==> config.mk <==
export PLATFORM = sky130hd
export DESIGN_NAME = prefetch_unit
export DESIGN_NICKNAME = d
export VERILOG_FILES = /design/src/rtl/prefetch_unit_pkg.sv /design/src/rtl/prefetch_unit_fetch_fifo.sv /design/src/rtl/prefetch_unit.sv
export SDC_FILE = /design/constraint.sdc
export NUM_CORES = 1
export LEC_CHECK = 0
export CORE_MARGIN = 2
export CORE_UTILIZATION = 25
export CTS_BUF_LIST = sky130_fd_sc_hd__clkbuf_4 sky130_fd_sc_hd__clkbuf_8
export CTS_CLUSTER_DIAMETER = 50
export CTS_CLUSTER_SIZE = 14
export DETAILED_ROUTE_END_ITERATION = 8
export DONT_BUFFER_PORTS = 1
export SLEW_MARGIN = 30
export SYNTH_ARGS = -nofsm -noshare
export SYNTH_HDL_FRONTEND = slang
export SYNTH_SLANG_ARGS = --single-unit
==> constraint.sdc <==
create_clock -name clk -period 15.9 [get_ports clk]
set_input_delay 2.385 -clock clk [delete_from_list [all_inputs] [get_ports clk]]
set_output_delay 2.385 -clock clk [all_outputs]
set_load 0.03 [all_outputs]
==> src/rtl/prefetch_unit_pkg.sv <==
// Shared widths, state encoding and helpers for the instruction prefetch unit.
package prefetch_unit_pkg;

  // Address and word widths shared with the rest of the core.
  localparam int RISCV_ADDR_WIDTH = 32;
  localparam int RISCV_WORD_WIDTH = 32;

  // Response FIFO entry: {address tag, instruction word}.
  localparam int FIFO_WIDTH = RISCV_ADDR_WIDTH + RISCV_WORD_WIDTH;

  typedef enum logic {
    ST_IDLE  = 1'b0,
    ST_FETCH = 1'b1
  } fetch_state_t;

  // Drop the halfword/byte bits to form the word address sent to memory.
  function automatic logic [RISCV_ADDR_WIDTH-1:0] word_align(input logic [RISCV_ADDR_WIDTH-1:0] a);
    return {a[RISCV_ADDR_WIDTH-1:2], 2'b00};
  endfunction

endpackage

==> src/rtl/prefetch_unit_fetch_fifo.sv <==
// Two-entry response FIFO holding {address, word} while the realign buffer is
// busy. Flush wins over push/pop so a redirect always empties it.
module fetch_fifo
  import prefetch_unit_pkg::*;
#(
  parameter int WIDTH = FIFO_WIDTH
) (
  input  logic             clk,
  input  logic             rst,
  input  logic             flush,
  input  logic             push,
  input  logic [WIDTH-1:0] push_data,
  input  logic             pop,
  output logic [WIDTH-1:0] head,
  output logic [1:0]       count,
  output logic             empty
);

  logic [WIDTH-1:0] mem_q [2];
  logic             wr_ptr_q;
  logic             rd_ptr_q;
  logic [1:0]       count_q;
  logic             pop_ok;
  logic             push_ok;

  // A pop only happens when something is stored; a push into a full FIFO is
  // accepted only when the head leaves in the same cycle.
  always_comb begin
    pop_ok  = pop && (count_q != 2'd0);
    push_ok = push && ((count_q != 2'd2) || pop_ok);
  end

  // Storage, pointers and occupancy.
  always_ff @(posedge clk or posedge rst) begin
    if (rst) begin
      mem_q[0] <= '0;
      mem_q[1] <= '0;
      wr_ptr_q <= 1'b0;
      rd_ptr_q <= 1'b0;
      count_q  <= 2'd0;
    end else if (flush) begin
      wr_ptr_q <= 1'b0;
      rd_ptr_q <= 1'b0;
      count_q  <= 2'd0;
    end else begin
      if (push_ok) begin
        mem_q[wr_ptr_q] <= push_data;
        wr_ptr_q        <= ~wr_ptr_q;
      end
      if (pop_ok) begin
        rd_ptr_q <= ~rd_ptr_q;
      end
      count_q <= count_q + 2'(push_ok) - 2'(pop_ok);
    end
  end

  assign head  = mem_q[rd_ptr_q];
  assign count = count_q;
  assign empty = (count_q == 2'd0);

endmodule

==> src/rtl/prefetch_unit.sv <==
// Instruction prefetch unit: issues word fetches to instruction memory, keeps
// at most two requests in flight, tags each with its address, and feeds the
// realign buffer either directly (zero latency) or through a 2-entry FIFO.
// Branches flush the buffer/FIFO and discard responses already in flight.
//
// Handshake: a request transfers on a cycle with imem_req_o & imem_gnt_i;
// imem_rvalid_i returns one response per cycle in grant order. A buffer write
// transfers on buf_write_en_o and is only driven while buf_full_i is low.
module prefetch_unit
  import prefetch_unit_pkg::*;
#(
  parameter logic [RISCV_ADDR_WIDTH-1:0] BOOT_ADDR       = 32'h0000_0000,
  parameter int                          MAX_OUTSTANDING = 2
) (
  input  logic                        clk,
  input  logic                        rst,
  input  logic                        fetch_en_i,
  input  logic                        branch_i,
  input  logic [RISCV_ADDR_WIDTH-1:0] branch_addr_i,
  output logic                        imem_req_o,
  output logic [RISCV_ADDR_WIDTH-1:0] imem_addr_o,
  input  logic                        imem_gnt_i,
  input  logic                        imem_rvalid_i,
  input  logic [RISCV_WORD_WIDTH-1:0] imem_rdata_i,
  output logic                        buf_write_en_o,
  output logic [RISCV_WORD_WIDTH-1:0] buf_instr_o,
  output logic [RISCV_ADDR_WIDTH-1:0] buf_addr_o,
  output logic                        buf_clear_o,
  output logic                        buf_read_offset_o,
  input  logic                        buf_full_i,
  output fetch_state_t                dbg_state
);

  localparam logic [2:0] LIMIT = 3'(MAX_OUTSTANDING);

  fetch_state_t                state_q, state_d;
  logic                        first_q;
  logic [RISCV_ADDR_WIDTH-1:0] fetch_addr_q, fetch_addr_d;
  logic [1:0]                  outs_q, outs_d;
  logic [1:0]                  discard_q, discard_d;
  logic [RISCV_ADDR_WIDTH-1:0] tag_q [2];
  logic                        tag_wr_q, tag_rd_q;

  logic                        branch, rvalid, grant, stale, good_rv;
  logic                        drain, fwd, push;
  logic [FIFO_WIDTH-1:0]       fifo_head;
  logic [1:0]                  fifo_count;
  logic                        fifo_empty;
  logic                        unused_bit0;

  // Bit 0 of the branch target is a halfword-aligned don't-care.
  assign unused_bit0 = branch_addr_i[0];

  // Strobes are ignored while reset is held so outputs stay at their reset values.
  assign branch = branch_i & ~rst;
  assign rvalid = imem_rvalid_i & ~rst & (outs_q != 2'd0);

  // State register, boot-clear flag, fetch address, counters.
  always_ff @(posedge clk or posedge rst) begin
    if (rst) begin
      state_q      <= ST_IDLE;
      first_q      <= 1'b1;
      fetch_addr_q <= word_align(BOOT_ADDR);
      outs_q       <= 2'd0;
      discard_q    <= 2'd0;
    end else begin
      state_q      <= state_d;
      if (state_q == ST_FETCH) first_q <= 1'b0;
      fetch_addr_q <= fetch_addr_d;
      outs_q       <= outs_d;
      discard_q    <= discard_d;
    end
  end

  // Address tags for in-flight requests, written on grant, retired on rvalid.
  always_ff @(posedge clk or posedge rst) begin
    if (rst) begin
      tag_q[0] <= '0;
      tag_q[1] <= '0;
      tag_wr_q <= 1'b0;
      tag_rd_q <= 1'b0;
    end else begin
      if (grant) begin
        tag_q[tag_wr_q] <= fetch_addr_q;
        tag_wr_q        <= ~tag_wr_q;
      end
      if (rvalid) tag_rd_q <= ~tag_rd_q;
    end
  end

  // Next state, request issue, response routing and buffer outputs.
  always_comb begin
    state_d           = state_q;
    imem_req_o        = 1'b0;
    grant             = 1'b0;
    stale             = 1'b0;
    good_rv           = 1'b0;
    drain             = 1'b0;
    fwd               = 1'b0;
    push              = 1'b0;
    fetch_addr_d      = fetch_addr_q;
    outs_d            = outs_q;
    discard_d         = discard_q;
    buf_write_en_o    = 1'b0;
    buf_instr_o       = '0;
    buf_addr_o        = '0;
    buf_clear_o       = 1'b0;
    buf_read_offset_o = BOOT_ADDR[1];

    case (state_q)
      ST_IDLE:  if (fetch_en_i) state_d = ST_FETCH;
      ST_FETCH: if (!fetch_en_i && (outs_q == 2'd0)) state_d = ST_IDLE;
      default:  state_d = ST_IDLE;
    endcase

    // Words held in the FIFO count against the in-flight budget so the FIFO
    // can always absorb every outstanding response.
    imem_req_o = (state_q == ST_FETCH) && fetch_en_i &&
                 (({1'b0, outs_q} + {1'b0, fifo_count}) < LIMIT);
    grant      = imem_req_o & imem_gnt_i;

    stale   = (discard_q != 2'd0);
    good_rv = rvalid & ~stale & ~branch;
    drain   = ~branch & ~buf_full_i & ~fifo_empty;
    fwd     = good_rv & ~buf_full_i & fifo_empty;
    push    = good_rv & ~fwd;

    outs_d = outs_q + 2'(grant) - 2'(rvalid);

    if (branch) begin
      fetch_addr_d = word_align(branch_addr_i);
      discard_d    = outs_d;
    end else begin
      if (grant) fetch_addr_d = fetch_addr_q + 32'd4;
      if (rvalid && stale) discard_d = discard_q - 2'd1;
    end

    if (drain) begin
      buf_write_en_o = 1'b1;
      buf_addr_o     = fifo_head[FIFO_WIDTH-1:RISCV_WORD_WIDTH];
      buf_instr_o    = fifo_head[RISCV_WORD_WIDTH-1:0];
    end else if (fwd) begin
      buf_write_en_o = 1'b1;
      buf_addr_o     = tag_q[tag_rd_q];
      buf_instr_o    = imem_rdata_i;
    end

    if (branch) begin
      buf_clear_o       = 1'b1;
      buf_read_offset_o = branch_addr_i[1];
    end else if ((state_q == ST_FETCH) && first_q) begin
      buf_clear_o       = 1'b1;
    end
  end

  fetch_fifo #(.WIDTH(FIFO_WIDTH)) u_fifo (
    .clk       (clk),
    .rst       (rst),
    .flush     (branch),
    .push      (push),
    .push_data ({tag_q[tag_rd_q], imem_rdata_i}),
    .pop       (drain),
    .head      (fifo_head),
    .count     (fifo_count),
    .empty     (fifo_empty)
  );

  assign imem_addr_o = fetch_addr_q;
  assign dbg_state   = state_q;

endmodule

==> metrics <==
Global Route Usage Sum around 13%; Post-CTS Resized 0; Root Driver clkbuf_8; post-DR vias/cell ~4.7; routed wire length 29250 microns; CP Capture Type output port; minimum clock period slightly below 7 ns; final setup skew 0.01772 ns; Mapped Area 11020 sq um; relative slew slack about two fifths; Pleak 0.005257 uW; pre-CTS setup slack 9.129 ns; #FFs+latches synth 226; Worst Path Arrival between 4 and 5 ns; Worst Path Max Fanout 39; initial antenna violation count 1; final setup fails 0; HP Class reg2reg; DRC viols 0; sequential area share after synthesis 51.32%; TritonCTS clock tree yes; clock-pin slew on the worst setup and hold paths 0.08 ns; number of setup buffers added after CTS 0; slowest stage delay, CP 0.58 ns; clk sink count 226; first-pass GRT wire length 45210 microns; CTS max path bufs 3; Nets 933; CTS hold repair buffers 0; DP HPWL approximately 19000 microns; vias in the first global route 7190; layout cells sized above 1 33.41%; Chip Height ~210 microns; max-slew violation count 0; largest net degree at the start of global routing 103; Worst path top cell family by delay simple AND/OR/NAND/NOR gates; drt pass-1 iters 4; critical path class in2out; post-synthesis instance total 866; area grow syn2layout 12.75%; Finished Layout Cells ~1500; Async SR Flop Fraction 100.0%; total of max-cap violations 0; Initial Utilization 25.48%; Critical Path RT 13.52 ns; P per Cell Area approximately 170 nW/um^2; highest clock rate 148.0 MHz; crit path cell chain nand2b_1, or4b_4, nor4_4, buf_4, o2bb2ai_1; Synth Area per Inst 12.73 sq um; Netlist cell types 52; initial drt markers 341; IO Pins 172; final hold vios 0; Routed Antenna Nets 0; WP buf/inv 1; CP Launch Type primary input; Peak VDD IR 0.00008340 V; RSZ-0062 raised after global routing no; Die Wd 214.0 microns; clock buffer count from CTS 31; Worst Slack Setup Final 9.144 ns; dpl cells 1407; ys flop type dfrtp_1; worst slew pin tran 0.9158 ns; Post-synth EDFFs 0; Yosys warning count 0; Core Area 43270 sq um; GR Overflow Total 0; via count 6940; DR WL/cell between 15 and 20 microns; GPL Wtd Cong 0.7391; die area 45790 sq um; CTS HTree Levels 1; Crit-path slowest cell buf_4; post-route clock period utilization a little over two fifths; status complete, no violations; PortBufs 0; Rows 76; worst-skew pair later-pin latency about 0.63 ns; Setup TNS 0 ns
==> worst reg2reg max path, cell delays in order (launching register included) <==
cell and delay, ns:
dfrtp_1 0.44, and2_1 0.18, fa_1 0.42, nand4bb_1 0.18, buf_4 0.22, inv_1 0.41
and2_1 0.48, inv_1 0.24, ha_1 0.34, inv_1 0.04, ha_1 0.17, xnor2_1 0.13
xnor2_1 0.16, mux2_2 0.27
==> cells in the final DEF (no fill, tap or decap), types with 3 or more instances in the layout <==
cell and instances:
a211o_1 3, a21oi_1 3, a31oi_1 13, and2_1 5
and3_1 6, buf_4 13, bufinv_16 4, clkbuf_8 33
clkinv_4 5, clkinv_8 4, conb_1 4, dfrtp_1 224
ha_1 6, inv_1 11, inv_8 6, mux2_1 10
mux2_2 206, mux2i_1 65, nand2_1 37, nand2b_1 4
nand3_1 13, nand4_1 10, nor2_1 24, nor3_1 6
nor4_1 7, o211ai_1 5, o21ai_0 15, o2bb2ai_1 62
o31ai_1 7, or3_1 5, or4_1 12, xnor2_1 10
xor2_1 5
==> per-stage QoR <==
step	power (uW)	instance area (sq um)	util, %	hold slack [ns]
global placement	1502	11610	26.85	0.4669
finish	2058	12430	28.72	0.4864
floorplan	1365	11030	-	0.4574
detailed placement	1531	11620	26.87	0.4742
CTS	2098	12410	28.69	0.4878
global route	2198	12420	28.71	0.5025
==> kinds of logic (layout without fill, tap and decap cells) <==
family / count (synthesis) / after routing / synth area share [%]
mux: 281 / 281 / 27.97
simple gates: 147 / 147 / 7.367
xor+xnor: 15 / 15 / 1.192
compound gates: 115 / 115 / 8.059
flops: 226 / 226 / 51.32
fa+ha+maj: 7 / 7 / 0.8626
buf+inv: 74 / 85 / 3.201
other cells: 1 / 6 / 0.03402
==> flip-flops by register name, summed over array words and instances (netlist names) <==
register	cells
first_q	1
outs_q	2
dbg_state	1
u_fifo.wr_ptr_q	1
imem_addr_o	30
tag_wr_q	1
discard_q	2
tag_q	60
u_fifo.mem_q	124
u_fifo.count	2
tag_rd_q	1
u_fifo.rd_ptr_q	1
==> power by group <==
part | total [uW] | leakage [uW] | switching [uW] | internal, uW
logic | 592 | 0.00197 | 307 | 285
clock network | 553 | 0.000398 | 271 | 282
registers | 912 | 0.00289 | 164 | 748
==> routing by layer <==
metal,GRT usage (%),vias up,routed length (microns)
li1,-,3185,-
met1,16.09,3558,12840
met2,21.37,151,13860
met3,3.792,46,1840
met4,3.427,0,708
met5,0,-,0
==> area by class of cell <==
class | instances | area (sq um)
antenna | 2 | 5.005
clock buffer | 35 | 469.2
clock inverter | 23 | 320.3
fill | 4467 | 30840
inverter | 12 | 52.55
multi-input combinational | 569 | 5069
sequential | 226 | 5660
tap | 585 | 732.0
timing repair buffer | 15 | 120.1
==> cells in the mapped netlist (13+ instances only) <==
| master | count | area (sq um) |
|---|---|---|
| a31oi_1 | 13 | 81.33 |
| nor2_1 | 24 | 90.09 |
| mux2_2 | 206 | 2320 |
| mux2i_1 | 65 | 650.6 |
| o2bb2ai_1 | 62 | 543.0 |
| clkbuf_1 | 39 | 146.4 |
| nand2_1 | 38 | 142.6 |
| o21ai_0 | 15 | 75.07 |
| dfrtp_1 | 225 | 5630 |
| nand3_1 | 14 | 70.07 |
==> path summary, 6_finish.rpt <==
| path | startpoint | endpoint | slack (ns) | depth (start not counted) |
|---|---|---|---|---|
| setup / recovery | rst | buf_addr_o[2] | 9.14 | 5 |
| hold / removal | first_q | first_q | 0.49 | 1 |
| setup reg to reg | u_fifo.count[0] | discard_q[1] | 12.11 | 13 |
| hold reg to reg | first_q | first_q | 0.49 | 1 |
| max in group asynchronous | rst | tag_q[60] | 12.97 | 2 |
| min in group asynchronous | rst | u_fifo.mem_q[81] | 1.74 | 1 |
Note: power is estimated with default switching activity, not from simulation.
